--- config.mk ---
export PLATFORM = sky130hd
export DESIGN_NAME = multicycle_alu_unit_flat
export DESIGN_NICKNAME = d
export VERILOG_FILES = /design/src/rtl/multicycle_alu_unit_if.sv /design/src/rtl/multicycle_alu_unit.sv /design/src/flat_wrapper.sv
export SDC_FILE = /design/constraint.sdc
export NUM_CORES = 1
export LEC_CHECK = 0
export ABC_AREA = 1
export CAP_MARGIN = 20
export CORE_AREA = 2 2 283 285
export CTS_BUF_LIST = sky130_fd_sc_hd__clkbuf_4 sky130_fd_sc_hd__clkbuf_8
export CTS_CLUSTER_DIAMETER = 30
export DETAILED_ROUTE_END_ITERATION = 6
export DIE_AREA = 0 0 285 287
export PLACE_DENSITY = 0.52
export SETUP_SLACK_MARGIN = 0.4
export SLEW_MARGIN = 0
export SYNTH_ARGS = -nofsm -noshare
export SYNTH_HDL_FRONTEND = slang
export SYNTH_SLANG_ARGS = --single-unit
export TNS_END_PERCENT = 10
--- constraint.sdc ---
create_clock -name clk -period 7.65 [get_ports clk]
set_input_delay 1.9125 -clock clk [delete_from_list [all_inputs] [get_ports clk]]
set_output_delay 1.9125 -clock clk [all_outputs]
set_load 0.01 [all_outputs]
--- src/rtl/multicycle_alu_unit_if.sv ---
`default_nettype none
// ============================================================================
//  Module      : multicycle_alu_unit_if
//  Description : Request/response bundle for the multi-cycle ALU. The master
//                side issues operations and consumes results; the slave side
//                is the ALU itself.
//  Revision    : 1.0 - initial release
// ============================================================================
interface multicycle_alu_unit_if #(
    parameter int XLEN = 32
);
    logic            flush;
    logic            in_valid;
    logic            in_ready;
    logic [31:0]     inst;
    logic [1:0]      alu_ctrl_op;
    logic [XLEN-1:0] op_a;
    logic [XLEN-1:0] op_b;
    logic            out_valid;
    logic            out_ready;
    logic [XLEN-1:0] result;
    logic            bcond;
    logic            busy;

    modport master (
        output flush, in_valid, inst, alu_ctrl_op, op_a, op_b, out_ready,
        input  in_ready, out_valid, result, bcond, busy
    );

    modport slave (
        input  flush, in_valid, inst, alu_ctrl_op, op_a, op_b, out_ready,
        output in_ready, out_valid, result, bcond, busy
    );
endinterface
`default_nettype wire

--- src/rtl/multicycle_alu_unit.sv ---
`default_nettype none
// ============================================================================
//  Module      : multicycle_alu_unit
//  Description : Decoding ALU with single-cycle integer ops plus iterative
//                unsigned multiply (shift-add) and divide (restoring), one
//                bit per cycle. Valid/ready handshake with flush support.
//  Revision    : 1.0 - initial release
// ============================================================================
module multicycle_alu_unit #(
    parameter int XLEN = 32,
    parameter int SHW  = $clog2(XLEN)
) (
    input  logic                 clk,
    input  logic                 reset,
    multicycle_alu_unit_if.slave bus
);

    // FSM encoding
    localparam logic [1:0] c_ST_IDLE = 2'd0;
    localparam logic [1:0] c_ST_MUL  = 2'd1;
    localparam logic [1:0] c_ST_DIV  = 2'd2;
    localparam logic [1:0] c_ST_DONE = 2'd3;

    // Internal operation codes
    localparam logic [3:0] c_OP_ADD   = 4'd0;
    localparam logic [3:0] c_OP_SUB   = 4'd1;
    localparam logic [3:0] c_OP_SLL   = 4'd2;
    localparam logic [3:0] c_OP_SRL   = 4'd3;
    localparam logic [3:0] c_OP_SRA   = 4'd4;
    localparam logic [3:0] c_OP_XOR   = 4'd5;
    localparam logic [3:0] c_OP_OR    = 4'd6;
    localparam logic [3:0] c_OP_AND   = 4'd7;
    localparam logic [3:0] c_OP_SLT   = 4'd8;
    localparam logic [3:0] c_OP_SLTU  = 4'd9;
    localparam logic [3:0] c_OP_MUL   = 4'd10;
    localparam logic [3:0] c_OP_MULHU = 4'd11;
    localparam logic [3:0] c_OP_DIVU  = 4'd12;
    localparam logic [3:0] c_OP_REMU  = 4'd13;

    // Instruction fields of interest (LOAD/STORE/JALR and unknown opcodes decode to ADD)
    localparam logic [6:0] c_OPC_R      = 7'b0110011;
    localparam logic [6:0] c_OPC_I      = 7'b0010011;
    localparam logic [6:0] c_OPC_BRANCH = 7'b1100011;
    localparam logic [6:0] c_F7_ALT     = 7'b0100000;
    localparam logic [6:0] c_F7_MULDIV  = 7'b0000001;

    localparam logic [SHW-1:0] c_LAST_ITER = SHW'(XLEN - 1);

    logic [1:0]      r_state;
    logic [3:0]      r_op;
    logic [SHW-1:0]  r_cnt;
    logic [XLEN-1:0] r_hi;
    logic [XLEN-1:0] r_lo;
    logic [XLEN-1:0] r_opnd;
    logic [XLEN-1:0] r_result;
    logic            r_out_valid;
    logic            r_bcond;
    logic            r_busy;

    logic [6:0]      w_opcode;
    logic [2:0]      w_funct3;
    logic [6:0]      w_funct7;
    logic            w_is_rtype;
    logic            w_is_branch;
    logic            w_is_arith;
    logic [XLEN-1:0] w_sum;
    logic [XLEN-1:0] w_diff;
    logic            w_eq;
    logic            w_lt;
    logic            w_ltu;
    logic [SHW-1:0]  w_shamt;
    logic [3:0]      w_op;
    logic            w_bcond;
    logic            w_multi;
    logic            w_is_mul;
    logic [XLEN-1:0] w_single;
    logic [XLEN:0]   w_mul_sum;
    logic [XLEN-1:0] w_mul_hi;
    logic [XLEN-1:0] w_mul_lo;
    logic [XLEN:0]   w_div_shift;
    logic [XLEN:0]   w_div_diff;
    logic            w_div_ge;
    logic [XLEN-1:0] w_div_hi;
    logic [XLEN-1:0] w_div_lo;
    logic            w_unused;

    assign w_opcode    = bus.inst[6:0];
    assign w_funct3    = bus.inst[14:12];
    assign w_funct7    = bus.inst[31:25];
    assign w_unused    = ^{bus.inst[24:15], bus.inst[11:7]};
    assign w_is_rtype  = (w_opcode == c_OPC_R);
    assign w_is_branch = (bus.alu_ctrl_op == 2'b01) ||
                         (bus.alu_ctrl_op == 2'b11 && w_opcode == c_OPC_BRANCH);
    assign w_is_arith  = (bus.alu_ctrl_op == 2'b10) ||
                         (bus.alu_ctrl_op == 2'b11 && (w_opcode == c_OPC_R || w_opcode == c_OPC_I));

    assign w_sum   = bus.op_a + bus.op_b;
    assign w_diff  = bus.op_a - bus.op_b;
    assign w_eq    = (w_diff == '0);
    assign w_lt    = ($signed(bus.op_a) < $signed(bus.op_b));
    assign w_ltu   = (bus.op_a < bus.op_b);
    assign w_shamt = bus.op_b[SHW-1:0];

    assign w_multi  = (w_op == c_OP_MUL) || (w_op == c_OP_MULHU) ||
                      (w_op == c_OP_DIVU) || (w_op == c_OP_REMU);
    assign w_is_mul = (w_op == c_OP_MUL) || (w_op == c_OP_MULHU);

    // Decode instruction + control op into an internal op and branch flag
    always_comb begin
        w_op    = c_OP_ADD;
        w_bcond = 1'b0;
        if (w_is_branch) begin
            case (w_funct3)
                3'b000:  begin w_op = c_OP_SUB;  w_bcond = w_eq;   end
                3'b001:  begin w_op = c_OP_SUB;  w_bcond = !w_eq;  end
                3'b100:  begin w_op = c_OP_SLT;  w_bcond = w_lt;   end
                3'b101:  begin w_op = c_OP_SLT;  w_bcond = !w_lt;  end
                3'b110:  begin w_op = c_OP_SLTU; w_bcond = w_ltu;  end
                3'b111:  begin w_op = c_OP_SLTU; w_bcond = !w_ltu; end
                default: ;
            endcase
        end else if (w_is_arith) begin
            if (w_is_rtype && w_funct7 == c_F7_MULDIV) begin
                case (w_funct3)
                    3'b000:  w_op = c_OP_MUL;
                    3'b011:  w_op = c_OP_MULHU;
                    3'b101:  w_op = c_OP_DIVU;
                    3'b111:  w_op = c_OP_REMU;
                    default: ;
                endcase
            end else begin
                case (w_funct3)
                    3'b000:  w_op = (w_is_rtype && w_funct7 == c_F7_ALT) ? c_OP_SUB : c_OP_ADD;
                    3'b001:  w_op = c_OP_SLL;
                    3'b010:  w_op = c_OP_SLT;
                    3'b011:  w_op = c_OP_SLTU;
                    3'b100:  w_op = c_OP_XOR;
                    3'b101:  w_op = (w_funct7 == c_F7_ALT) ? c_OP_SRA : c_OP_SRL;
                    3'b110:  w_op = c_OP_OR;
                    default: w_op = c_OP_AND;
                endcase
            end
        end
    end

    // Single-cycle result computed straight from the request operands
    always_comb begin
        case (w_op)
            c_OP_SUB:  w_single = w_diff;
            c_OP_SLL:  w_single = bus.op_a << w_shamt;
            c_OP_SRL:  w_single = bus.op_a >> w_shamt;
            c_OP_SRA:  w_single = $unsigned($signed(bus.op_a) >>> w_shamt);
            c_OP_XOR:  w_single = bus.op_a ^ bus.op_b;
            c_OP_OR:   w_single = bus.op_a | bus.op_b;
            c_OP_AND:  w_single = bus.op_a & bus.op_b;
            c_OP_SLT:  w_single = {{(XLEN-1){1'b0}}, w_lt};
            c_OP_SLTU: w_single = {{(XLEN-1){1'b0}}, w_ltu};
            default:   w_single = w_sum;
        endcase
    end

    // Shift-add step: {hi,lo} holds partial product and unconsumed multiplier bits
    assign w_mul_sum = {1'b0, r_hi} + (r_lo[0] ? {1'b0, r_opnd} : {(XLEN+1){1'b0}});
    assign w_mul_hi  = w_mul_sum[XLEN:1];
    assign w_mul_lo  = {w_mul_sum[0], r_lo[XLEN-1:1]};

    // Restoring step: hi is the remainder, lo shifts dividend out and quotient in.
    // A zero divisor always subtracts, giving all-ones quotient and remainder = dividend.
    assign w_div_shift = {r_hi, r_lo[XLEN-1]};
    assign w_div_diff  = w_div_shift - {1'b0, r_opnd};
    assign w_div_ge    = !w_div_diff[XLEN];
    assign w_div_hi    = w_div_ge ? w_div_diff[XLEN-1:0] : w_div_shift[XLEN-1:0];
    assign w_div_lo    = {r_lo[XLEN-2:0], w_div_ge};

    // Control FSM with datapath registers and registered outputs
    always_ff @(posedge clk) begin
        if (reset) begin
            r_state     <= c_ST_IDLE;
            r_out_valid <= 1'b0;
            r_result    <= '0;
            r_bcond     <= 1'b0;
            r_busy      <= 1'b0;
            r_cnt       <= '0;
        end else if (bus.flush) begin
            r_state     <= c_ST_IDLE;
            r_out_valid <= 1'b0;
            r_busy      <= 1'b0;
            r_cnt       <= '0;
        end else begin
            case (r_state)
                c_ST_IDLE: begin
                    if (bus.in_valid) begin
                        r_op  <= w_op;
                        r_cnt <= '0;
                        if (w_multi) begin
                            r_state <= w_is_mul ? c_ST_MUL : c_ST_DIV;
                            r_busy  <= 1'b1;
                            r_bcond <= 1'b0;
                            r_hi    <= '0;
                            r_lo    <= w_is_mul ? bus.op_b : bus.op_a;
                            r_opnd  <= w_is_mul ? bus.op_a : bus.op_b;
                        end else begin
                            r_state     <= c_ST_DONE;
                            r_result    <= w_single;
                            r_bcond     <= w_bcond;
                            r_out_valid <= 1'b1;
                        end
                    end
                end
                c_ST_MUL: begin
                    r_hi  <= w_mul_hi;
                    r_lo  <= w_mul_lo;
                    r_cnt <= r_cnt + 1'b1;
                    if (r_cnt == c_LAST_ITER) begin
                        r_result    <= (r_op == c_OP_MULHU) ? w_mul_hi : w_mul_lo;
                        r_state     <= c_ST_DONE;
                        r_busy      <= 1'b0;
                        r_out_valid <= 1'b1;
                    end
                end
                c_ST_DIV: begin
                    r_hi  <= w_div_hi;
                    r_lo  <= w_div_lo;
                    r_cnt <= r_cnt + 1'b1;
                    if (r_cnt == c_LAST_ITER) begin
                        r_result    <= (r_op == c_OP_REMU) ? w_div_hi : w_div_lo;
                        r_state     <= c_ST_DONE;
                        r_busy      <= 1'b0;
                        r_out_valid <= 1'b1;
                    end
                end
                default: begin
                    if (bus.out_ready) begin
                        r_state     <= c_ST_IDLE;
                        r_out_valid <= 1'b0;
                    end
                end
            endcase
        end
    end

    assign bus.in_ready  = (r_state == c_ST_IDLE) && !reset;
    assign bus.out_valid = r_out_valid;
    assign bus.result    = r_result;
    assign bus.bcond     = r_bcond;
    assign bus.busy      = r_busy;

endmodule
`default_nettype wire

--- src/flat_wrapper.sv ---
// flat-port wrapper written by rule: the top's interface ports become plain ports
module multicycle_alu_unit_flat 
#(
    parameter int XLEN = 32,
    parameter int SHW  = $clog2(XLEN)
)
  (clk, reset, bus_flush, bus_in_valid, bus_inst, bus_alu_ctrl_op, bus_op_a, bus_op_b, bus_out_ready, bus_in_ready, bus_out_valid, bus_result, bus_bcond, bus_busy);
  multicycle_alu_unit_if #(.XLEN(XLEN)) bus_i ();
  input  logic clk;
  input  logic reset;
  input wire logic [$bits(bus_i.flush)-1:0] bus_flush;
  input wire logic [$bits(bus_i.in_valid)-1:0] bus_in_valid;
  input wire logic [$bits(bus_i.inst)-1:0] bus_inst;
  input wire logic [$bits(bus_i.alu_ctrl_op)-1:0] bus_alu_ctrl_op;
  input wire logic [$bits(bus_i.op_a)-1:0] bus_op_a;
  input wire logic [$bits(bus_i.op_b)-1:0] bus_op_b;
  input wire logic [$bits(bus_i.out_ready)-1:0] bus_out_ready;
  output wire logic [$bits(bus_i.in_ready)-1:0] bus_in_ready;
  output wire logic [$bits(bus_i.out_valid)-1:0] bus_out_valid;
  output wire logic [$bits(bus_i.result)-1:0] bus_result;
  output wire logic [$bits(bus_i.bcond)-1:0] bus_bcond;
  output wire logic [$bits(bus_i.busy)-1:0] bus_busy;
  assign bus_i.flush = bus_flush;
  assign bus_i.in_valid = bus_in_valid;
  assign bus_i.inst = bus_inst;
  assign bus_i.alu_ctrl_op = bus_alu_ctrl_op;
  assign bus_i.op_a = bus_op_a;
  assign bus_i.op_b = bus_op_b;
  assign bus_i.out_ready = bus_out_ready;
  assign bus_in_ready = bus_i.in_ready;
  assign bus_out_valid = bus_i.out_valid;
  assign bus_result = bus_i.result;
  assign bus_bcond = bus_i.bcond;
  assign bus_busy = bus_i.busy;
  multicycle_alu_unit #(.XLEN(XLEN), .SHW(SHW)) u_core (.clk(clk), .reset(reset), .bus(bus_i));
endmodule
* Word-level counts from Yosys, hierarchy flattened *
Cells that the tools add are included.
W data, S select, Z words.

word-level totals
  flip-flop bits (word level) = 142
  bits of input ports = 103
  output and inout port bits = 36
  word-level logic and storage cells = 146

operators by class
  $add $sub $neg = 5
  magnitude comparators = 2
  eq/ne operators = 39
  shifts and indexed selects = 3
  multiplexer cells = 46
  bitwise logic cells = 5
  reductions and logical operators = 36

operators with widths
  cell                  count
  $mux W32              14
  $pmux W32 S3          3
  $pmux W32 S9          1
  $lt A32 B32 Y1        2
  $add A32 B33 Y33      1
  $sub A33 B32 Y33      1
  $add A32 B32 Y32      1
  $and A32 B32 Y32      1
  $eq A4 B4 Y1 const B  8
  $logic_not A32 Y1     1
  $or A32 B32 Y32       1
  $shl A32 B5 Y32       1
  $shr A32 B5 Y32       1
  $sshr A32 B5 Y32      1
  $sub A32 B32 Y32      1
  $xor A32 B32 Y32      1
  $pmux W4 S7           1
  $eq A4 B3 Y1 const B  4
  $pmux W4 S4           1
  $eq A7 B6 Y1 const B  2
  $eq A3 B3 Y1 const B  4
  $mux W4               3
  $pmux W4 S3           1
  $reduce_and A4 Y1     3
  34 further kinds      78

* Logic depth before layout (Yosys ltp) *
Gate-level depths: netlist (run 1).

  depth after elaboration = 14
  depth in mapped cells = 27

* Least setup slack after synthesis (run 1) *
Ideal clock, no wire load.

  path kind = input to register
  start point = in bus_inst[28]
  end point = reg u_core.r_hi[0], enable pin
  library setup time = 0.565 ns
  arrival time = 7.566 ns
  slack = -0.481 ns
  stages = 12
  cells stage by stage = nor2_1 -> nand2_1 -> nor2_2 -> nand2_2 -> o21ai_1 -> nand3_2 -> nand2_4 -> nand2_1 -> nor2_2 -> buf_2 -> nor3_1 -> nor3_1

on the way
  elaborated cells between the ends (all ways) = 19
  those cells by class = eq/ne: 7; mux: 6; reduce/logical: 6

RTL lines
  element                          line                        text
  start, declared                  flat_wrapper.sv:13          input wire logic [$bits(bus_i.inst)-1:0] bus_inst;
  $eq A7 B1 Y1 *                   multicycle_alu_unit.sv:123  if (w_is_rtype && w_funct7 == c_F7_MULDIV) begin
  $logic_and A1 B1 Y1 *            multicycle_alu_unit.sv:123
  $mux W4 *                        multicycle_alu_unit.sv:123
  $mux W4 *                        multicycle_alu_unit.sv:122  end else if (w_is_arith) begin
  $mux W4 *                        multicycle_alu_unit.sv:112  if (w_is_branch) begin
  named net u_core.w_op[3]         multicycle_alu_unit.sv:72   logic [3:0] w_op;
  $eq A4 B4 Y1                     multicycle_alu_unit.sv:104  assign w_multi = (w_op == c_OP_MUL) || (w_op == c_OP_MULHU) ||
  $logic_or A1 B1 Y1 (2 in a row)  multicycle_alu_unit.sv:104
  $logic_or A1 B1 Y1 *             multicycle_alu_unit.sv:105  (w_op == c_OP_DIVU) || (w_op == c_OP_REMU);
  $ne A2 B1 Y1 (no line) *         -
  $reduce_and A5 Y1 (no line) *    -
  end signal, assigned             multicycle_alu_unit.sv:211  r_hi <= w_mul_hi;
  end signal, assigned             multicycle_alu_unit.sv:222  r_hi <= w_div_hi;
  end, declared                    multicycle_alu_unit.sv:52   logic [XLEN-1:0] r_hi;

Mark *: on every way through the listed nets, which the timed path passes. The rest lies on a longest branch.
A chain may end at the register's enable or synchronous reset.

* Worst setup path in the final report (run 1) *
  start point = in bus_op_a[0]
  end point = reg u_core.r_bcond (netlist: u_core.bus.bcond)

on the way
  word-level cells in the longest chain between the ends = 6
  elaborated cells between the ends (all ways) = 10
  those cells by class = add/sub: 1; order compare: 2; mux: 3; reduce/logical: 4

RTL lines
  element               line                        text
  start, declared       flat_wrapper.sv:15          input wire logic [$bits(bus_i.op_a)-1:0] bus_op_a;
  $sub A32 B32 Y32      multicycle_alu_unit.sv:98   assign w_diff = bus.op_a - bus.op_b;
  $logic_not A32 Y1     multicycle_alu_unit.sv:99   assign w_eq = (w_diff == '0);
  $logic_not A1 Y1      multicycle_alu_unit.sv:115  3'b001: begin w_op = c_OP_SUB; w_bcond = !w_eq; end
  $pmux W1 S6 *         multicycle_alu_unit.sv:113  case (w_funct3)
  $mux W1 *             multicycle_alu_unit.sv:112
  $mux W1 *             multicycle_alu_unit.sv:195  if (w_multi) begin
  end signal, assigned  multicycle_alu_unit.sv:205  r_bcond <= w_bcond;
  end, declared         multicycle_alu_unit.sv:57   logic r_bcond;

Every way passes the cells marked *; elsewhere a longest branch is shown, timed or not.

==> metrics, run 1 <==
post-synth top area cell nand2_1; final cycle utilization of the critical path approximately three quarters; FF-to-FF Start u_core.r_lo[31]$_DFFE_PP_; worst skew pair latency 0.51 ns; Tmin final ~5.6 ns; Warnings, synthesis 0; largest cells by area after synthesis nand2_1 21%, edfxtp_1 13%, ha_1 8.9%; Worst Hold Path EP u_core.bus.busy$_SDFFE_PP0P_; Seq pwr share ~28%; proportion of layout cells with a drive suffix above 1 between 4 and 5%; Max stage delay cell, worst path clkdlybuf4s50_1; failing checks design-rule violations; Clock power frac between 20% and 30%; vias in the first global route 26,200; first drt pass iteration count 7; synthesized instance count roughly 4,200; GRT Overall Usage about 30%; dpl cells approximately 5,200; Cell variety after synth 59; crit path buf inv count 3; status finished, violations left; final std cells w/o fill about 5,200; post-synthesis register bit count approximately 140; top-area cell type share of the netlist area about a fifth; actual slew at the worst max-slew pin roughly 1.1 ns; mapped cell area roughly 23,000 sq um; max_cap viols 0; IO buf count approximately 120; Synth Flop Type edfxtp_1; worst path required time approximately 8 ns; worst reg-to-reg path cell count 22; Syn Area/Cell 5.58 sq um; RSZ-0062 raised after global routing false; wire per inst between 20 and 25 um; Layout Nets roughly 4,500; final wirelength roughly 120,000 um; first-pass GRT wire length between 150,000 and 200,000 um; I/O pins roughly 140; CP Class input pin to flop; Leak approximately 0.012 uW; area delta synth->final 10.7%; DR DRC count 4; # H-tree levels 4; Hold Fails Final Rpt 0; Sink Count roughly 140; Slew Limit Fails 0; Starting Density 29.7%; cell depth of the worst setup path 18; largest net degree at the start of global routing ~100; initial antenna violation count 5; hold path start u_core.bus.busy$_SDFFE_PP0P_; setup_tns 0 ns; Final ANT Viol Nets 0; RePlAce Congestion slightly above 1; clk buf depth 2; Die W 285 um; most common cell after layout, fill and taps aside nand2_1; crit path cell chain clkdlybuf4s50_1 -> inv_1 -> ha_1 -> inv_1 -> fa_1 -> nand2_1 -> nand3_1 -> nand2_1 -> nand3_1 -> xor2_1 -> nor2_1 -> nand3_1 -> nor2_1 -> nand3_1 -> nand2_1 -> nand3_1 -> nand2_1 -> a21oi_1; final instance area 25,900 sq um; crit-path leading delay family simple AND/OR/NAND/NOR gates; Mapped Nets between 4,000 and 5,000; Detail Placement HPWL 100,000 um; Sw Share between 40% and 50%; Seq/Total Area, Yosys between 15 and 20%; Vias between 20,000 and 30,000; peak supply drop slightly above 80 uV; Worst Hold Class flop to flop; die area ~82,000 sq um; worst hold path depth 2; R2R Setup Slk 3.06 ns; clock root cell clkbuf_8; clock-pin transition on the worst setup and hold timing paths roughly 0.10 ns; reg2reg end u_core.bus.result[6]$_SDFFE_PP0P_; P_sw roughly 1600 uW; global route overflow 0; CP max stage delay between 0.8 and 0.9 ns; worst-path maximum fanout 6; Max Fclk 0.178 GHz; post-CTS sizing 0; hold_buf cts 0; Final Setup Violations 0; initial drt markers 2,927; Async SR Flop Fraction 0%; Comb pwr share between 50 and 60%; Num CTS Buffers 17; core region area 78,600 sq um; most used cell, CP nand3_1; PD cells 124 nW/um^2; vias per cell approximately 5.4; Setup Skew just under 0.02 ns; worst hold slack between 0.4 and 0.5 ns; Core Util, Final ~33%; most frequent cells in the layout 1,302 x nand2_1, 518 x inv_1, 409 x nor2_1, 349 x o21ai_0, 341 x nand3_1; TritonCTS clock tree done; die height between 200 and 300 um; Internal Power 1640 uW; Post-synth EDFFs 100; Critical Path Sink Type flop; CP startpoint kind input pin; Row Count 103; Post-DP Area around 25,000 sq um; postcts setup bufs 0; Slew headroom approximately a quarter; Critical Path AT 6.01 ns
## worst max path at each step
stage	start	endpoint
final	bus_op_a[0]	u_core.bus.bcond$_SDFFE_PP0P_
after global routing	bus_op_a[0]	u_core.bus.bcond$_SDFFE_PP0P_
after CTS	bus_op_a[0]	u_core.bus.bcond$_SDFFE_PP0P_
after detailed placement	bus_op_a[0]	u_core.bus.bcond$_SDFFE_PP0P_
after global placement	bus_op_a[0]	u_core.bus.bcond$_SDFFE_PP0P_
after floorplan	bus_inst[28]	u_core.r_hi[0]$_DFFE_PP_
## power by group through the flow
stage	Clock, uW	Combinational, uW	Sequential [uW]
global route	682	1780	908
finish	645	1650	905
global placement	0	1610	922
floorplan	0	951	920
detailed placement	0	1600	922
CTS	659	1610	904
## through the flow
stage | power [uW] | worst slack [ns]
after floorplan | 1870 | 1.49
after global placement | 2530 | 1.61
after detailed placement | 2530 | 1.62
after CTS | 3180 | 2.17
after global routing | 3370 | 1.92
final | 3200 | 2.03
## kinds of logic (layout without fill, tap and decap cells)
logic type	after synthesis	count (layout)	share of synthesized area, %
flops	142	142	16.4
buf+inv	737	740	12.3
xor+xnor	58	58	2.21
fa+ha+maj	171	171	9.29
compound gates	850	850	19.8
simple gates	2219	2219	39.6
other cells	0	2	0
mux	9	9	0.386
## final cells by class
type	count	area, sq um
clock inverters	15	159
well taps	1050	1310
clock buffers	17	234
flip-flops and latches	142	3840
fillers	9111	52800
repair buffers	168	1580
diodes	2	5.00
inverters	540	2030
multi-input cells	3307	16700
## synth_stat cells, drive strengths merged, types with 4 or more instances
cell type,count
nand2,1313
inv,537
nor2,421
o21ai,398
nand3,346
a21oi,294
ha,167
clkbuf,128
edfxtp,100
buf,69
nand4,52
o211ai,43
xor2,43
dfxtp,42
o22ai,42
nor3,31
or2,27
o21a,22
o21bai,16
xnor2,15
a21o,11
nor4,10
mux2i,9
a31oi,8
and2,8
a21boi,6
nand3b,5
fa,4
## layer usage
metal	up-vias	GRT usage (%)	share of wire, %
met5	-	0	0.036
met4	2	15.1	5.7
met3	191	1.76	6.3
met2	1227	48.1	45
met1	13100	38.5	43
li1	13600	-	-
## worst reg2reg max path, stage by stage, from the launching register on
cell	delay, ns
edfxtp_1	0.41
inv_1	0.14
ha_1	0.28
inv_1	0.11
fa_1	0.47
nand2_1	0.12
o21ai_2	0.11
nand2_1	0.10
nand2_1	0.12
nand2_1	0.16
nand2_1	0.19
nand2_1	0.19
nand2_1	0.09
nand2_1	0.09
nand2_2	0.41
o21ai_0	0.76
nand2_1	0.12
nand2_1	0.10
nand2_1	0.05
nand2_1	0.06
nand3_1	0.27
nand2_1	0.15
inv_1	0.04
## sequential cells by signal, indices dropped and copies added, names as in the netlist
register and cells:
u_core.bus.result 32, u_core.r_hi 32, u_core.r_lo 32, u_core.r_opnd 32, u_core.r_cnt 5, u_core.r_op 4, u_core.r_state 2, u_core.bus.bcond 1
u_core.bus.busy 1, u_core.bus.out_valid 1
(Power assumes the default switching activity.)
==> run 2: changes to the inputs <==
Clock period 7.65 ns to 5 ns, I/O delays scaled along.
==> run 2 against run 1 <==
The run now ends clean. Setup slack got worse by 1.4 ns. Via count up 1.1%. Clock-buffer cell count grew 3. Cell count increased by 1.8%. Core utilization is 1.1 points higher. Register-to-register slack worse by 2.2 ns. Largest power group unchanged. Highest routed layer is now met4.
==> metrics, run 2 (synthesis results as in run 1) <==
status completed; clock-pin transition on the worst setup and hold timing paths 0.08 ns (-0.02 ns); proportion of layout cells with a drive suffix above 1 6.10% (+2.1 points); worst skew pair latency 0.50 ns (about the same); core region area 78,600 sq um (unchanged); CP Class input pin to flop; Worst Hold Class flop to flop; worst path required time 5.37 ns (-2.67 ns); most used cell, CP nand2_1; cell depth of the worst setup path 18 (unchanged); Starting Density 29.7% (unchanged); Worst Setup SP bus_op_b[20]; Worst Hold Path EP u_core.bus.result[29]$_SDFFE_PP0P_; crit path buf inv count 4 (+1); die height 287 um (unchanged); global route overflow 0 (unchanged); # H-tree levels 4 (unchanged); Sink Count 142 (unchanged); die area 81,800 sq um (unchanged); Row Count 103 (unchanged); peak supply drop 151 uV (+87%); wire per inst 22.7 um (-3.6%); Hold Fails Final Rpt 0 (unchanged); P_sw 2370 uW (+52%); RSZ-0062 raised after global routing false; Final Setup Violations 0 (unchanged); final instance area 26,700 sq um (+3.3%); GRT Overall Usage 28.8% (-0.37 points); Slew headroom 38.0% (+11 points); Max Fclk approximately 0.23 GHz; clk buf depth 2 (unchanged); hold path start u_core.bus.result[29]$_SDFFE_PP0P_; Critical Path AT 4.77 ns (-1.24 ns); DR DRC count 0 (-4); actual slew at the worst max-slew pin 0.931 ns (-0.167 ns); largest net degree at the start of global routing 92 (-9.8%); initial antenna violation count 5 (unchanged); hold_buf cts 0 (unchanged); worst-path maximum fanout 9 (+3); vias per cell 5.33 (-0.67%); RePlAce Congestion 1.02 (+0.31%); Post-DP Area 26,300 sq um (+3.3%); final cycle utilization of the critical path between 80% and 90%; Layout Nets 4,541 (+2.0%); postcts setup bufs 0 (unchanged); most common cell after layout, fill and taps aside nand2_1; setup_tns 0 ns (unchanged); Detail Placement HPWL 99,700 um (-0.49%); first drt pass iteration count 6 (-1); vias in the first global route 26,900 (+2.7%); Max stage delay cell, worst path clkdlybuf4s50_1; I/O pins 139 (unchanged); Final ANT Viol Nets 0 (unchanged); post-CTS sizing 0 (unchanged); R2R Setup Slk 0.89 ns (-2.17 ns); worst hold path depth 2 (unchanged); Setup Skew 0.0209 ns (+0.00101 ns); Critical Path Sink Type flop; Vias 28,400 (+1.1%); max_cap viols 0 (unchanged); clock root cell clkbuf_8; reg2reg end u_core.bus.result[5]$_SDFFE_PP0P_; Slew Limit Fails 0 (unchanged); CP max stage delay 0.70 ns (-0.16 ns); worst reg-to-reg path cell count 23 (+4.5%); Tmin final about 4.4 ns; area delta synth->final 14.3%; FF-to-FF Start u_core.r_opnd[0]$_DFFE_PP_; CP startpoint kind input pin; most frequent cells in the layout 1,302 x nand2_1, 518 x inv_1, 409 x nor2_1, 349 x o21ai_0, 341 x nand3_1; crit path cell chain clkdlybuf4s50_1 -> inv_1 -> ha_1 -> nor2_1 -> nand2_1 -> inv_1 -> nand2_1 -> nor2_1 -> nand2_1 -> nand3_1 -> a21oi_1 -> buf_4 -> nand4_1 -> nand2_1 -> nor2_1 -> nand4_1 -> nand2_1 -> a21oi_1; IO buf count 123 (unchanged); Internal Power 2610 uW (+60%); Leak 0.0127 uW (+4.2%); Num CTS Buffers 17 (unchanged); initial drt markers 2,899 (-0.96%); Seq pwr share 27.8% (-0.5 points); first-pass GRT wire length 174,000 um (-1.1%); TritonCTS clock tree done; crit-path leading delay family simple AND/OR/NAND/NOR gates; Sw Share 47.6% (-1.3 points); Comb pwr share 52.2% (+0.6 points); Die W 285 um (unchanged); final wirelength 121,000 um (-1.9%); Clock power frac 20.0% (about the same); PD cells 187 nW/um^2 (+51%)
## run 2: changes by cell type in the layout (fill, tap and decap cells not counted), sizes merged
cell	change
buf	+91
clkbuf	+3
clkinvlp	-2
diode	+1
inv	-1
## run 2: metal layers
layer	vias up	part of all wire [%]	routed length, um	GRT usage [%]
met5	-	0	0	0
met4	0	6.1	7400	15.6
met3	226	6.7	8130	2.33
met2	1174	45	54000	46.7
met1	13200	43	51500	38.0
li1	13800	-	-	-
## run 2: worst reg2reg max path, cell delays in order (launching register included)
cell and delay [ns]:
edfxtp_1 0.50, ha_1 0.34, inv_1 0.13, fa_1 0.32
nand2_1 0.10, o21ai_2 0.24, nand2_1 0.09, nand2_1 0.15
nand2_1 0.12, nand2_1 0.19, nand2_1 0.14, nand2_1 0.11
nand2_1 0.06, nand2_2 0.07, buf_12 0.24, nand2_1 0.14
o21ai_1 0.21, nand2_1 0.09, nand2_1 0.07, o21ai_1 0.08
nand2_1 0.08, nand3_1 0.33, nand2_1 0.17, inv_1 0.04
## run 2: power groups by stage
| stage | registers (uW) | logic, uW | clock network, uW |
|---|---|---|---|
| 6_report | 1390 | 2610 | 996 |
| 5_1_grt | 1390 | 2800 | 1050 |
| 4_1_cts | 1380 | 2530 | 1010 |
| 3_5_place_dp | 1410 | 2520 | 0 |
| 3_3_place_gp | 1410 | 2520 | 0 |
| 2_1_floorplan | 1410 | 1460 | 0 |
## run 2: per-stage QoR
step                power (uW)  utilization, %  setup WS, ns  std cells  hold slack [ns]
floorplan                 2860               -         0.365       4186            0.468
global placement          3930            33.5         0.229       5298            0.457
detailed placement        3930            33.5         0.214       5298            0.458
CTS                       4930            34.0         0.738       5330            0.471
global route              5250            34.0         0.493       5333            0.491
finish                    4990            34.0         0.600       5333            0.469
## run 2: layout make-up
| type | count | area (sq um) |
|---|---|---|
| clock buffers | 20 | 269 |
| clock inverters | 12 | 133 |
| diodes | 3 | 7.51 |
| inverters | 540 | 2030 |
| repair buffers | 259 | 2430 |
| well taps | 1050 | 1310 |
| flip-flops and latches | 142 | 3840 |
| fillers | 9155 | 51900 |
| multi-input cells | 3307 | 16700 |
## run 2: worst max-delay path by stage
| stage | end | slack [ns] |
|---|---|---|
| 5_1_grt | u_core.bus.bcond$_SDFFE_PP0P_ | 0.49 |
| 3_5_place_dp | u_core.bus.result[0]$_SDFFE_PP0P_ | 0.21 |
| 3_3_place_gp | u_core.bus.result[0]$_SDFFE_PP0P_ | 0.23 |
| 6_report | u_core.bus.result[0]$_SDFFE_PP0P_ | 0.60 |
| 2_1_floorplan | u_core.r_opnd[0]$_DFFE_PP_ | 0.37 |
| 4_1_cts | u_core.bus.result[0]$_SDFFE_PP0P_ | 0.74 |
